`src/rtl/cajero_automatico_param.sv`:
```
// ATM session controller: parametrised PIN capture with attempt lockout,
// followed by deposit/withdrawal transactions against a session balance.
module cajero_automatico_param #(
  parameter int unsigned PIN_DIGITS     = 4,
  parameter int unsigned MAX_INTENTOS   = 3,
  parameter int unsigned MONTO_W        = 32,
  parameter int unsigned BALANCE_W      = 64,
  parameter int unsigned LIMITE_RETIRO  = 500,
  parameter int unsigned TIMEOUT_CICLOS = 1000
) (
  input  logic                                clk,
  input  logic                                reset,
  input  logic                                tarjeta_recibida,
  input  logic                                digito_stb,
  input  logic [3:0]                          digito,
  input  logic [4*PIN_DIGITS-1:0]             pin_correcto,
  input  logic                                cancelar,
  input  logic                                trans_stb,
  input  logic                                tipo_trans,
  input  logic [MONTO_W-1:0]                  monto,
  input  logic [BALANCE_W-1:0]                balance_inicial,
  output logic                                pin_incorrecto,
  output logic                                advertencia,
  output logic                                bloqueo,
  output logic [$clog2(MAX_INTENTOS+1)-1:0]   intentos_fallidos,
  output logic [BALANCE_W-1:0]                balance_actualizado,
  output logic                                balance_stb,
  output logic                                entregar_dinero,
  output logic                                fondos_insuficientes,
  output logic                                limite_excedido,
  output logic                                error_desborde,
  output logic                                timeout
);

  localparam int unsigned PIN_W  = 4 * PIN_DIGITS;
  localparam int unsigned CNT_W  = $clog2(PIN_DIGITS + 1);
  localparam int unsigned FAIL_W = $clog2(MAX_INTENTOS + 1);
  localparam int unsigned TMR_W  = $clog2(TIMEOUT_CICLOS + 1);
  localparam int unsigned RET_W  = MONTO_W + 1;
  localparam int unsigned CMP_W  = (MONTO_W > BALANCE_W) ? MONTO_W : BALANCE_W;
  localparam int unsigned SUM_W  = CMP_W + 1;

  typedef enum logic [2:0] {IDLE, PIN, VERIFICAR, TRANSACCION, BLOQUEO} estado_t;

  estado_t              state_q, state_d;
  logic [PIN_W-1:0]     pin_buf_q, pin_buf_d;
  logic [CNT_W-1:0]     cnt_q, cnt_d;
  logic [TMR_W-1:0]     tmr_q, tmr_d;
  logic [FAIL_W-1:0]    fails_q, fails_d;
  logic [BALANCE_W-1:0] saldo_q, saldo_d;
  logic [MONTO_W-1:0]   ret_q, ret_d;
  logic                 pin_inc_d, bstb_d, disp_d, fondos_d, lim_d, ovf_d, to_d;
  logic                 activity, expira, insuf, exced, desborde;
  logic [RET_W-1:0]     ret_sum;
  logic [SUM_W-1:0]     dep_sum;

  assign balance_actualizado = saldo_q;
  assign intentos_fallidos   = fails_q;

  // Next-state, session bookkeeping and transaction evaluation
  always_comb begin
    state_d   = state_q;
    pin_buf_d = pin_buf_q;
    cnt_d     = cnt_q;
    tmr_d     = tmr_q;
    fails_d   = fails_q;
    saldo_d   = saldo_q;
    ret_d     = ret_q;
    pin_inc_d = 1'b0;
    bstb_d    = 1'b0;
    disp_d    = 1'b0;
    fondos_d  = 1'b0;
    lim_d     = 1'b0;
    ovf_d     = 1'b0;
    to_d      = 1'b0;

    activity = digito_stb | trans_stb;
    expira   = !activity && (tmr_q == TMR_W'(TIMEOUT_CICLOS - 1));
    ret_sum  = RET_W'(ret_q) + RET_W'(monto);
    exced    = ret_sum > RET_W'(LIMITE_RETIRO);
    insuf    = CMP_W'(monto) > CMP_W'(saldo_q);
    dep_sum  = SUM_W'(saldo_q) + SUM_W'(monto);
    desborde = |dep_sum[SUM_W-1:BALANCE_W];

    case (state_q)
      IDLE: begin
        if (tarjeta_recibida) begin
          state_d = PIN;
          tmr_d   = '0;
        end
      end
      PIN, VERIFICAR, TRANSACCION: begin
        if (!tarjeta_recibida || cancelar || (state_q != VERIFICAR && expira)) begin
          // Abort: timeout pulse only when neither card removal nor cancel caused it
          to_d      = tarjeta_recibida && !cancelar;
          state_d   = IDLE;
          pin_buf_d = '0;
          cnt_d     = '0;
          tmr_d     = '0;
        end else if (state_q == PIN) begin
          tmr_d = activity ? '0 : tmr_q + TMR_W'(1);
          if (digito_stb) begin
            pin_buf_d = PIN_W'({pin_buf_q, digito});
            if (cnt_q == CNT_W'(PIN_DIGITS - 1)) begin
              state_d = VERIFICAR;
              cnt_d   = '0;
              tmr_d   = '0;
            end else begin
              cnt_d = cnt_q + CNT_W'(1);
            end
          end
        end else if (state_q == VERIFICAR) begin
          tmr_d     = '0;
          cnt_d     = '0;
          pin_buf_d = '0;
          if (pin_buf_q == pin_correcto) begin
            state_d = TRANSACCION;
            fails_d = '0;
            saldo_d = balance_inicial;
            ret_d   = '0;
            bstb_d  = 1'b1;
          end else begin
            pin_inc_d = 1'b1;
            fails_d   = fails_q + FAIL_W'(1);
            state_d   = (fails_q == FAIL_W'(MAX_INTENTOS - 1)) ? BLOQUEO : PIN;
          end
        end else begin
          tmr_d = activity ? '0 : tmr_q + TMR_W'(1);
          if (trans_stb) begin
            if (tipo_trans) begin
              fondos_d = insuf;
              lim_d    = exced;
              if (!insuf && !exced) begin
                saldo_d = saldo_q - BALANCE_W'(monto);
                ret_d   = MONTO_W'(ret_sum);
                bstb_d  = 1'b1;
                disp_d  = 1'b1;
              end
            end else if (desborde) begin
              ovf_d = 1'b1;
            end else begin
              saldo_d = BALANCE_W'(dep_sum);
              bstb_d  = 1'b1;
            end
          end
        end
      end
      BLOQUEO: begin
        state_d = BLOQUEO;
      end
      default: begin
        state_d = IDLE;
      end
    endcase
  end

  // State, datapath and registered outputs
  always_ff @(posedge clk or negedge reset) begin
    if (!reset) begin
      state_q              <= IDLE;
      pin_buf_q            <= '0;
      cnt_q                <= '0;
      tmr_q                <= '0;
      fails_q              <= '0;
      saldo_q              <= '0;
      ret_q                <= '0;
      pin_incorrecto       <= 1'b0;
      advertencia          <= 1'b0;
      bloqueo              <= 1'b0;
      balance_stb          <= 1'b0;
      entregar_dinero      <= 1'b0;
      fondos_insuficientes <= 1'b0;
      limite_excedido      <= 1'b0;
      error_desborde       <= 1'b0;
      timeout              <= 1'b0;
    end else begin
      state_q              <= state_d;
      pin_buf_q            <= pin_buf_d;
      cnt_q                <= cnt_d;
      tmr_q                <= tmr_d;
      fails_q              <= fails_d;
      saldo_q              <= saldo_d;
      ret_q                <= ret_d;
      pin_incorrecto       <= pin_inc_d;
      advertencia          <= (fails_d == FAIL_W'(MAX_INTENTOS - 1));
      bloqueo              <= (state_d == BLOQUEO);
      balance_stb          <= bstb_d;
      entregar_dinero      <= disp_d;
      fondos_insuficientes <= fondos_d;
      limite_excedido      <= lim_d;
      error_desborde       <= ovf_d;
      timeout              <= to_d;
    end
  end

endmodule

```
`config.mk`:
```
export PLATFORM = sky130hd
export DESIGN_NAME = cajero_automatico_param
export DESIGN_NICKNAME = d
export VERILOG_FILES = /design/src/rtl/cajero_automatico_param.sv
export SDC_FILE = /design/constraint.sdc
export NUM_CORES = 1
export LEC_CHECK = 0
export ABC_AREA = 1
export BUFFER_PORTS_ARGS = -buffer_cell sky130_fd_sc_hd__buf_2
export CAP_MARGIN = 10
export CORE_MARGIN = 2
export CORE_UTILIZATION = 60
export DETAILED_ROUTE_END_ITERATION = 8
export PLACE_DENSITY = 0.85
export SYNTH_ARGS = -nofsm -noshare
export SYNTH_HDL_FRONTEND = slang
export SYNTH_SLANG_ARGS = --single-unit
```
`constraint.sdc`:
```
create_clock -name clk -period 5.7 [get_ports clk]
set_clock_uncertainty 0.2 [all_clocks]
set_input_delay 0.57 -clock clk [delete_from_list [all_inputs] [get_ports clk]]
set_output_delay 0.57 -clock clk [all_outputs]
set_load 0.01 [all_outputs]
```
==> qor.txt <==
hold_ws - 0.0227 ns
final wirelength - 63400 um
Fin. Hold Viols - 0
PostCTS Resize Cnt - 0
post-synth cell types - 54
Detail Route Antenna Nets - 0
crit path capture type - flop
Clk pin slew, worst setup/hold paths - 0.07 ns
Worst-Skew Late Latency - 0.45 ns
Power per Cell Area - 348 mW/mm^2
maximum VDD drop - 378 uV
Inst Count DP - 3310
hold buffers post-CTS - 0
initial antenna violation count - 1
DIE AREA - 0.0283 sq mm
Final Setup Violations - 0
period utilisation layout - 74.2%
Max Buffers Root-to-Sink - 2
YS warnings - 0
critical path type - reg -> reg
Final TNS setup - 0 ns
Nets - 3213
Initial Util - 60.6%
post-CTS setup buffers - 0
Post-Syn Area - 0.0162 sq mm
synthesized area per cell - 5.71 sq um
status - finished clean
number of register bits inferred by synthesis - 139
Final Wtd Congestion - 1.11
Max Cap Viol - 0
GRT Residual Overflow - 0
fraction of layout cells with a size suffix above 1 - 9.96%
H-tree depth - 4
number of core rows - 60
crit path DAT - 4.41 ns
die width - 168 um
Max Fclk - 237 MHz
CTS tree - yes
Synth area leader - nand2_1
Total Power - 6.26 mW
Post-DP HPWL - 49900 um
fin cells - 3342
Initial DRC Count - 2657
Worst Tran Pin Value - 1.04 ns
post-synthesis sequential area ratio - 21.5%
Critical-path top delay cell - nand2_2
number of global-route vias before repair - 18426
setup ws final - 1.47 ns
drt pass-1 iters - 8
WL/cell - 19.0 um
Root Buffer Master - clkbuf_16
Min Clock Period, post-route - 4.23 ns
Crit path top cell by count - nand2_1
P_leak - 10.2 nW
number of buffers created by CTS - 17
RSZ-0062 raised after global routing - no
Worst Hold Class - in -> async
relative slew slack - 29.7%
Setup WS pre-CTS - 1.29 ns
Worst path max stage delay - 0.53 ns
largest net degree at the start of global routing - 92
first-pass GRT wire length - 97900 um
max-slew violation count - 0
Die H - 168 um
cells along the critical path - ha_1 -> fa_1 -> nand2_1 -> nand2_1 -> nand3_1 -> nand2_1 -> nand2_1 -> nand2_1 -> nand2_1 -> nand2_1 -> nand2_1 -> nand2_1 -> nor2_1 -> nand2_1 -> nor2_4 -> nand3_4 -> nand2_1 -> nand2_1 -> nand2_2 -> buf_12 -> nand3_1 -> nand2_1
core area - 0.0267 sq mm
Worst R2R Setup Slack - 1.47 ns
syn nets - 3064
area delta synth->final - 11.0%
GRT Resource Usage Total - 44.3%
Max FO, Critical Path - 33
sw frac - 53.4%
P_sw - 3.35 mW
startpoint types - flop
sequential share of power - 22.5%
logic gate share of total power - 57.7%
Mapped Cells - 2839
DRC Markers - 0
n_diodes - 0
I/O Buffers - 197
vias per cell - 5.94
CTS sink cnt - 139
Clock power frac - 19.8%
required time worst endpoint - 5.88 ns
top cell type's share of synthesized area - 22.1%
# IOs - 198
DR vias - 19861
synth top area cells - nand2_1 22%, dfrtp_1 21%, inv_1 9.8%
internal power - 2.92 mW
==> cells by family (layout without fill, tap and decap cells) <==
group,after synthesis,count (layout),share of synthesized area [%]
DFF,139,139,21.5
xor gates and xnor gates,48,48,2.59
adders and majority gates,102,102,8.01
buffers and inverters,505,667,12.2
AOI/OAI and AO/OA,342,342,11.6
and+or+nand+nor,1703,1703,44.1
==> power groups by stage <==
stage | Clock, mW | Sequential (mW) | Combinational, mW
after global placement | 0 | 1.40 | 3.38
after global routing | 1.28 | 1.42 | 3.96
after detailed placement | 0 | 1.41 | 3.43
after CTS | 1.24 | 1.40 | 3.46
final | 1.24 | 1.41 | 3.61
after floorplan | 0 | 1.36 | 2.31
==> synthesized netlist by cell type (all sizes together) <==
cell type	number
nand2	962
inv	424
nor2	345
nand3	254
o21ai	146
dfrtp	139
a21oi	131
ha	99
clkbuf	51
nor3	49
xor2	47
nand4	36
buf	28
nor4	25
o21bai	14
o22ai	12
or2	12
nand3b	11
a21o	8
a31oi	8
a21boi	5
and2	4
o211ai	4
o21a	4
and3	3
fa	3
o32ai	3
a32o	2
clkinv	2
o31ai	2
o41ai	2
a22oi	1
nand2b	1
nor3b	1
xnor2	1
==> metal layers <==
metal | track usage (%) | up-vias | wire length [um]
li1 | - | 9308 | -
met1 | 60.0 | 8944 | 25900
met2 | 67.2 | 1401 | 26400
met3 | 12.1 | 208 | 8270
met4 | 17.7 | 0 | 2900
met5 | 0 | - | 0
==> area by class of cell <==
cell class	instances	area (sq um)
clock buffers	18	439
clock inverters	14	191
fillers	2525	8740
inverters	426	1600
multi-input cells	2195	10800
flip-flops and latches	139	3480
well taps	341	427
repair buffers	209	1090
==> per-stage QoR <==
stage	instance area, sq um	utilization [%]
2_1_floorplan	16200	-
4_1_cts	18000	67.3
3_3_place_gp	17400	64.9
5_1_grt	18000	67.3
6_report	18000	67.3
3_5_place_dp	17400	64.9
==> registers in the layout, summed over array words and instances (netlist names) <==
signal / flops
fondos_insuficientes: 1
pin_buf_q: 16
balance_stb: 1
entregar_dinero: 1
pin_incorrecto: 1
bloqueo: 1
balance_actualizado: 64
ret_q: 32
error_desborde: 1
cnt_q: 3
limite_excedido: 1
advertencia: 1
timeout: 1
intentos_fallidos: 2
tmr_q: 10
state_q: 3
==> worst max-delay path, delay by kind of cell, from the launching register on <==
| kind | cells | cell delay [ns] |
|---|---|---|
| adders and majority gates | 2 | 0.70 |
| DFF | 1 | 0.40 |
| and+or+nand+nor | 19 | 2.55 |
| buffers and inverters | 1 | 0.28 |
==> path summary, 6_finish.rpt <==
path | start | end | cells after the start
min | reset | ret_q[28]$_DFFE_PN0P_ | 1
max reg2reg | ret_q[0]$_DFFE_PN0P_ | balance_actualizado[4]$_DFFE_PN0P_ | 22
min in group clk | cancelar | timeout$_DFF_PN0_ | 2
min reg2reg | ret_q[2]$_DFFE_PN0P_ | ret_q[2]$_DFFE_PN0P_ | 2
max in group asynchronous | reset | tmr_q[1]$_DFFE_PN0P_ | 2
max | ret_q[0]$_DFFE_PN0P_ | balance_actualizado[4]$_DFFE_PN0P_ | 22
==> cell usage in the layout, fill, tap and decap left out, types with 14 or more instances in the layout <==
cell type  Yosys  final
xor2_1        47     47
nor2_2        25     25
dfrtp_1      139    139
nand4_1       36     36
nand3_1      252    252
ha_1          99     99
a21oi_1      129    129
clkbuf_16      0     17
buf_2         10    196
nor2_1       319    319
o21bai_1      14     14
nand2_1      953    952
nor4_1        25     25
nor3_1        47     46
inv_1        423    422
o21ai_0      142    142
Note: power is estimated with default switching activity, not from simulation.
